File: src/rtl/fpu_result_buffer.sv
// Result FIFO behind the fixed-latency FPU pipeline, with credit-based issue
// gating so that every result leaving the pipeline finds a free slot.
module fpu_result_buffer #(
    parameter  int WIDTH = 32,
    parameter  int DEPTH = 4,
    localparam int CW    = $clog2(DEPTH + 1),
    localparam int PW    = $clog2(DEPTH)
) (
    input  logic             clk,
    input  logic             rst,
    input  logic             issue_valid,
    output logic             issue_ready,
    input  logic             res_valid,
    input  logic [WIDTH-1:0] res_data,
    output logic             out_valid,
    output logic [WIDTH-1:0] out_data,
    input  logic             out_ready,
    output logic [CW-1:0]    count,
    output logic             overflow
);

    localparam logic [CW-1:0] FULL_COUNT = CW'(DEPTH);
    localparam logic [PW-1:0] LAST_PTR   = PW'(DEPTH - 1);

    logic [WIDTH-1:0] mem [DEPTH];

    logic [PW-1:0] wr_ptr_reg,   wr_ptr_next;
    logic [PW-1:0] rd_ptr_reg,   rd_ptr_next;
    logic [CW-1:0] count_reg,    count_next;
    logic [CW-1:0] reserved_reg, reserved_next;
    logic          overflow_reg, overflow_next;

    logic             full;
    logic             pop;
    logic             push;
    logic             issue_fire;
    logic             credit_dec;
    logic [DEPTH-1:0] wr_en;

    // Everything visible downstream or upstream comes from registered state.
    assign out_valid   = (count_reg != '0);
    assign out_data    = mem[rd_ptr_reg];
    assign count       = count_reg;
    assign overflow    = overflow_reg;
    assign issue_ready = (reserved_reg < FULL_COUNT);

    assign full       = (count_reg == FULL_COUNT);
    assign pop        = out_valid && out_ready;
    assign push       = res_valid && (!full || pop);
    assign issue_fire = issue_valid && issue_ready;
    // Never let a stray pop wrap the credit counter below zero.
    assign credit_dec = pop && (reserved_reg != '0);

    generate
        for (genvar gi = 0; gi < DEPTH; gi++) begin : g_wr_en
            assign wr_en[gi] = push && (wr_ptr_reg == PW'(gi));
        end
    endgenerate

    always_comb begin
        wr_ptr_next   = wr_ptr_reg;
        rd_ptr_next   = rd_ptr_reg;
        count_next    = count_reg;
        reserved_next = reserved_reg;
        overflow_next = overflow_reg;

        if (push) begin
            wr_ptr_next = (wr_ptr_reg == LAST_PTR) ? '0 : wr_ptr_reg + 1'b1;
        end
        if (pop) begin
            rd_ptr_next = (rd_ptr_reg == LAST_PTR) ? '0 : rd_ptr_reg + 1'b1;
        end

        case ({push, pop})
            2'b10:   count_next = count_reg + 1'b1;
            2'b01:   count_next = count_reg - 1'b1;
            default: count_next = count_reg;
        endcase

        case ({issue_fire, credit_dec})
            2'b10:   reserved_next = reserved_reg + 1'b1;
            2'b01:   reserved_next = reserved_reg - 1'b1;
            default: reserved_next = reserved_reg;
        endcase

        // A result with nowhere to go is dropped; only the sticky flag records it.
        if (res_valid && !push) begin
            overflow_next = 1'b1;
        end
    end

    always_ff @(posedge clk or negedge rst) begin
        if (!rst) begin
            wr_ptr_reg   <= '0;
            rd_ptr_reg   <= '0;
            count_reg    <= '0;
            reserved_reg <= '0;
            overflow_reg <= 1'b0;
        end else begin
            wr_ptr_reg   <= wr_ptr_next;
            rd_ptr_reg   <= rd_ptr_next;
            count_reg    <= count_next;
            reserved_reg <= reserved_next;
            overflow_reg <= overflow_next;
        end
    end

    // Storage is not reset; contents are only observable behind out_valid.
    always_ff @(posedge clk) begin
        for (int i = 0; i < DEPTH; i++) begin
            if (wr_en[i]) begin
                mem[i] <= res_data;
            end
        end
    end

endmodule

File: config.mk
export PLATFORM = sky130hd
export DESIGN_NAME = fpu_result_buffer
export DESIGN_NICKNAME = d
export VERILOG_FILES = /design/src/rtl/fpu_result_buffer.sv
export SDC_FILE = /design/constraint.sdc
export NUM_CORES = 1
export LEC_CHECK = 0
export BUFFER_PORTS_ARGS = -buffer_cell sky130_fd_sc_hd__buf_2
export CAP_MARGIN = 20
export CORE_MARGIN = 2
export CORE_UTILIZATION = 45
export CTS_CLUSTER_DIAMETER = 200
export CTS_CLUSTER_SIZE = 40
export DETAILED_ROUTE_END_ITERATION = 7
export PLACE_DENSITY = 0.65
export SYNTH_ARGS = -nofsm -noshare
export SYNTH_HDL_FRONTEND = slang
export SYNTH_SLANG_ARGS = --single-unit
File: constraint.sdc
create_clock -name clk -period 4.1 [get_ports clk]
set_input_delay 0.82 -clock clk [delete_from_list [all_inputs] [get_ports clk]]
set_output_delay 0.82 -clock clk [all_outputs]
set_load 0.03 [all_outputs]
# Yosys cells after proc, flatten, opt, wreduce, memory -nomap -nowiden

Memory sizes are Yosys's and may differ from the RTL's.
Index checks and enable logic that the tools add are counted.

Bits in latches: 0
Bits in read-only memories: 0
Memory bits (writable): 128
Memories: 1
Flip-flop bits (word level): 11
Output and inout bits: 38
Bits of input ports: 37

Div/mod/pow operators: 0
Magnitude comparators: 1
Shift operators: 0
Bitwise gates (word level): 0
$add $sub $neg: 6
$mul: 0
Multiplexer cells: 21
Reduce and logical (&&, ||, !) cells: 20
Equality and inequality tests: 9

Memory list:

| memory | words | bits a word | rd ports | clocked after memory_dff | write ports | RTL line | RTL |
|---|---|---|---|---|---|---|---|
| mem    | 4     | 32          | 1        | 0                        | 1           | 25       | `logic [WIDTH-1:0] mem [DEPTH];` |

Operators by type and width:

| operator                                                            | count |
|---|---|
| 32-bit two-way mux                                                  | 3 |
| 32-bit OR reduction                                                 | 3 |
| 3-bit case mux with 2 select lines                                  | 2 |
| 1-bit two-way mux                                                   | 11 |
| 2-bit == test (second input constant)                               | 5 |
| 2-bit two-way mux                                                   | 5 |
| 1-bit logical AND                                                   | 9 |
| 3-bit by 1-bit adder with 3-bit output (second input constant)      | 2 |
| 2-bit by 1-bit == test with 1-bit output (second input constant)    | 3 |
| 3-bit nonzero test                                                  | 2 |
| 3-bit by 1-bit subtractor with 3-bit output (second input constant) | 2 |
| 2-bit by 1-bit adder with 2-bit output (second input constant)      | 2 |
| 2-bit nonzero test                                                  | 2 |
| 3-bit == test (second input constant)                               | 1 |
| 3-bit less-than comparator (second input constant)                  | 1 |
| 1-bit zero test                                                     | 2 |
| 2-bit zero test                                                     | 1 |
| 1-bit logical OR                                                    | 1 |

# Longest topological paths before layout

Depth after elaboration: 11
Gate-level depth with buffers: 9
Mapped depth without buffers: 9

# Least setup slack after synthesis

No wires, ideal clock.

Path type: input to register
From: input out_ready
To: register count_reg[2], in the netlist count[2]
Arrival: 2194 ps
Stages: 9
Path slack: 1825 ps
Required time: 4020 ps
Library setup time: 80 ps
Path through: nor4b_4 -> nor2b_4 -> inv_1 -> ha_1 -> inv_1 -> fa_1 -> xor2_1 -> nor2_1 -> xor2_1

Word-level cells in the longest chain between the ends: 5
Elaborated cells on any way between the ends: 7
Classes of those cells: 2 x eq/ne; 1 x mux; 4 x reduce/logical

RTL lines:

| what                                                                             | RTL line | RTL |
|---|---|---|
| start, declared                                                                  | 17       | `input logic out_ready,` |
| 1-bit logical AND (*)                                                            | 48       | `assign pop = out_valid && out_ready;` |
| 1-bit logical OR                                                                 | 49       | `assign push = res_valid && (!full \|\| pop);` |
| 1-bit logical AND                                                                | 49       |  |
| 2-bit by 1-bit == test with 1-bit output / 2-bit == test (equally long branches) | 74       | `case ({push, pop})` |
| 3-bit case mux with 2 select lines / 2-bit nonzero test (equally long branches)  | --       |  |
| end signal, assigned                                                             | 102      | `count_reg <= count_next;` |
| end, declared                                                                    | 29       | `logic [CW-1:0] count_reg, count_next;` |

Every way passes the cells marked *; elsewhere a longest branch is shown, timed or not.
A chain may end at the register's enable or synchronous reset.

# Worst setup path after layout

From: register rd_ptr_reg[0]
To: output out_data[8]

Word-level cells in the longest chain between the ends: 1

RTL lines:

| what                   | RTL line | RTL |
|---|---|---|
| start, declared        | 28       | `logic [PW-1:0] rd_ptr_reg, rd_ptr_next;` |
| start signal, assigned | 101      | `rd_ptr_reg <= rd_ptr_next;` |
| memory read 4 x 32 bit | --       |  |
| end, declared          | 16       | `output logic [WIDTH-1:0] out_data,` |

Every way passes these cells.

==> flow_metrics.py <==
metrics = {
    "global_routing": {
        "grt_pass1_vias": 2569,
        "grt.total_usage": 0.149,
        "grt_overflow": 0,
        "antenna_found_initial": 1,
        "grt_pass1_wl_microns": 13900,
        "grt_start_max_net_pins": 35,
    },
    "timing": {
        "worstMarginPinSlew_ns": 0.940,
        "setup_violations": 0,
        "fin_crit_sh": 0.698,
        "final.min_clock_period_ns": 2.86,
        "maxSlewViolCount": 0,
        "setup_slack_ns": 1.24,
        "hold_ws_ns": 0.278,
        "max-slew-margin-rel": 0.374,
        "finClkSkew_ns": 0.00465,
        "tns_ns": 0,
        "rsz0062_at_grt": "no",
        "final-hold-violation-count": 0,
        "fmax_mhz": 349,
    },
    "hold_path": {
        "min_path_type": "in2async",
    },
    "worst_setup_path": {
        "r2r_cells": 9,
        "end_kind": "output port",
        "required_ns": 3.28,
        "critPathKind": "reg2out",
        "start_kind": "flop",
        "cp-startpoint": "rd_ptr_reg[0]",
        "r2r_start": "count[1]",
        "worst-path-max-fanout": 14,
        "r2r_end": "count[2]",
        "crit_path_end": "out_data[8]",
        "reg2reg_slack_ns": 2.04,
        "crit_arrival_ns": 2.04,
    },
    "drt": {
        "num_vias": 2427,
        "wire_per_inst_microns": 18.5,
        "remaining_drc_errors": 0,
        "drt-vias-per-instance": 5.17,
        "drt_first_pass_iters": 4,
        "wirelength_microns": 8680,
        "antenna_violating_nets_post_route": 0,
        "drtIter0Drc": 147,
    },
    "clock_tree": {
        "insertion_delay_ns": 0.41,
        "cts.sinks": 139,
        "cts_buffers": 17,
        "post_cts_resized": 0,
        "cts_tree": "yes",
        "postCtsSetupBuffers": 0,
        "root_buffer": "clkbuf_16",
        "cts_buffer_depth": 2,
        "path_clk_slew_ns": 0.06,
        "cts_max_level": 4,
        "hold_buffers": 0,
    },
    "synthesis": {
        "yosys.area_share.simple": 0.0195,
        "synth_fa_ha_area_frac": 0.0240,
        "ys_types": 21,
        "synth_nets": 272,
        "yosysSeqAreaShare": 0.773,
        "synth_compound_area_frac": 0.00282,
        "syn_inst": 226,
        "synth_area_sq_mm": 0.00533,
        "synth_top_family_by_area": "multiplexers",
        "ys_seq_elements": 139,
        "synth_area_per_cell_sq_um": 23.6,
        "synth.mux.area_fraction": 0.150,
        "synth-warning-count": 0,
        "synth_xor_area_frac": 0.00987,
    },
    "final_layout": {
        "finish.utilization": 0.553,
        "area_growth_pct": 19.0,
        "diodes": 0,
        "largest_reg_flops": 128,
        "final.fill_count": 882,
        "layout-drive-gt1-share": 0.463,
        "instances_no_fill": 469,
        "fin_nets": 359,
    },
    "die": {
        "ios": 75,
        "fp-row-count": 39,
        "die_h_microns": 113,
        "initial_core_util": 0.464,
        "die_area_sq_mm": 0.0127,
        "core_sq_mm": 0.0115,
        "die_x_microns": 113,
    },
    "run": {
        "maxCapViolCount": 0,
    },
    "pwr": {
        "power.leakage_nw": 2.27,
        "ir_worst_vdd_mv": 0.422,
        "p_per_area_mw_per_mm2": 798,
    },
    "place": {
        "portBuffers": 74,
        "dp_cells": 437,
        "dp_hpwl_microns": 5140,
        "pre_cts_ws_ns": 1.59,
        "gp_congestion": 0.661,
    },
    "run_status": {
        "outcome": "finished clean",
    },
}
critical path, stage by stage (launching register included):
cell and delay (ns):
dfrtp_2 0.53, buf_4 0.35, mux4_2 0.55, buf_2 0.20
synth_stat cells (all sizes together):
library cell    n  area share
buf             8       0.012
mux2            4       0.011
nor2            4      0.0028
inv            11      0.0078
nor2b           1      0.0026
dfrtp          11       0.052
a31oi           1      0.0012
mux2i           2      0.0038
a21o            1      0.0016
nor4b           1      0.0045
or3             1      0.0021
ha              7       0.016
fa              2      0.0075
xor2            3      0.0049
and2            4      0.0056
nand2           2      0.0019
mux4           32        0.14
edfxtp        128        0.72
xnor2           3      0.0049
logic make-up (layout without fill, tap and decap cells):
| kind of cell | Yosys count | after routing |
|---|---|---|
| flops | 139 | 139 |
| simple gates | 13 | 13 |
| compound gates | 2 | 2 |
| buf+inv | 19 | 119 |
| mux | 38 | 38 |
| xor+xnor | 6 | 6 |
| fa+ha+maj | 9 | 9 |
report_power, final:
group          internal (W)  total, W  leakage (nW)  switching (W)
logic              0.000667   0.00168         0.739        0.00101
clock network      0.000754   0.00129         0.236       0.000539
registers           0.00189   0.00208          1.30       0.000189
layout make-up:
| cell class | count | area (sq um) | area share |
|---|---|---|---|
| repair buffers | 76 | 385 | 0.0608 |
| multi-input cells | 68 | 1100 | 0.174 |
| flip-flops and latches | 139 | 4120 | 0.650 |
| inverters | 11 | 41.3 | 0.00652 |
| well taps | 143 | 179 | 0.0282 |
| clock buffers | 17 | 425 | 0.0671 |
| clock inverters | 15 | 85.1 | 0.0134 |
how the worst min path moves through the flow:
stage	from	end	slack [ns]	depth (start not counted)
finish	rst	reserved_reg[0]	0.28	1
CTS	rst	overflow	0.27	1
global route	rst	reserved_reg[0]	0.28	1
detailed placement	overflow	overflow	0.45	1
global placement	overflow	overflow	0.46	1
floorplan	reserved_reg[0]	reserved_reg[0]	0.45	1
layer usage:
metal	GRT usage	up-vias	wire length (microns)
met3	0.0573	18	561
met2	0.234	71	4290
li1	-	1095	-
met5	0	-	12
met4	0.0593	2	138
met1	0.190	1241	3680
placed cells by master, fill, tap and decap left out:
master / netlist / final
fa_1: 2 / 2
clkinv_2: 0 / 5
nor2_1: 4 / 4
mux2_4: 4 / 4
and2_2: 4 / 4
xnor2_1: 3 / 3
inv_1: 11 / 11
xor2_1: 3 / 3
ha_1: 7 / 7
clkinv_1: 0 / 4
clkbuf_16: 0 / 17
dfrtp_1: 11 / 9
clkinvlp_4: 0 / 6
nand2_1: 1 / 1
nor2b_4: 1 / 1
a31oi_1: 1 / 1
mux2i_1: 2 / 2
mux4_2: 32 / 32
a21o_2: 1 / 1
nand2_2: 1 / 1
nor4b_4: 1 / 1
buf_2: 4 / 74
dfrtp_2: 0 / 2
edfxtp_1: 128 / 128
buf_4: 0 / 2
or3_4: 1 / 1
stage by stage:
| step | total power [W] | cell area [sq um] |
|---|---|---|
| after global routing | 0.00532 | 6340 |
| final | 0.00505 | 6340 |
| after CTS | 0.00515 | 6340 |
| after global placement | 0.00381 | 5830 |
| after detailed placement | 0.00383 | 5830 |
| after floorplan | 0.00338 | 5330 |
Power figures use the tool's default switching activity.
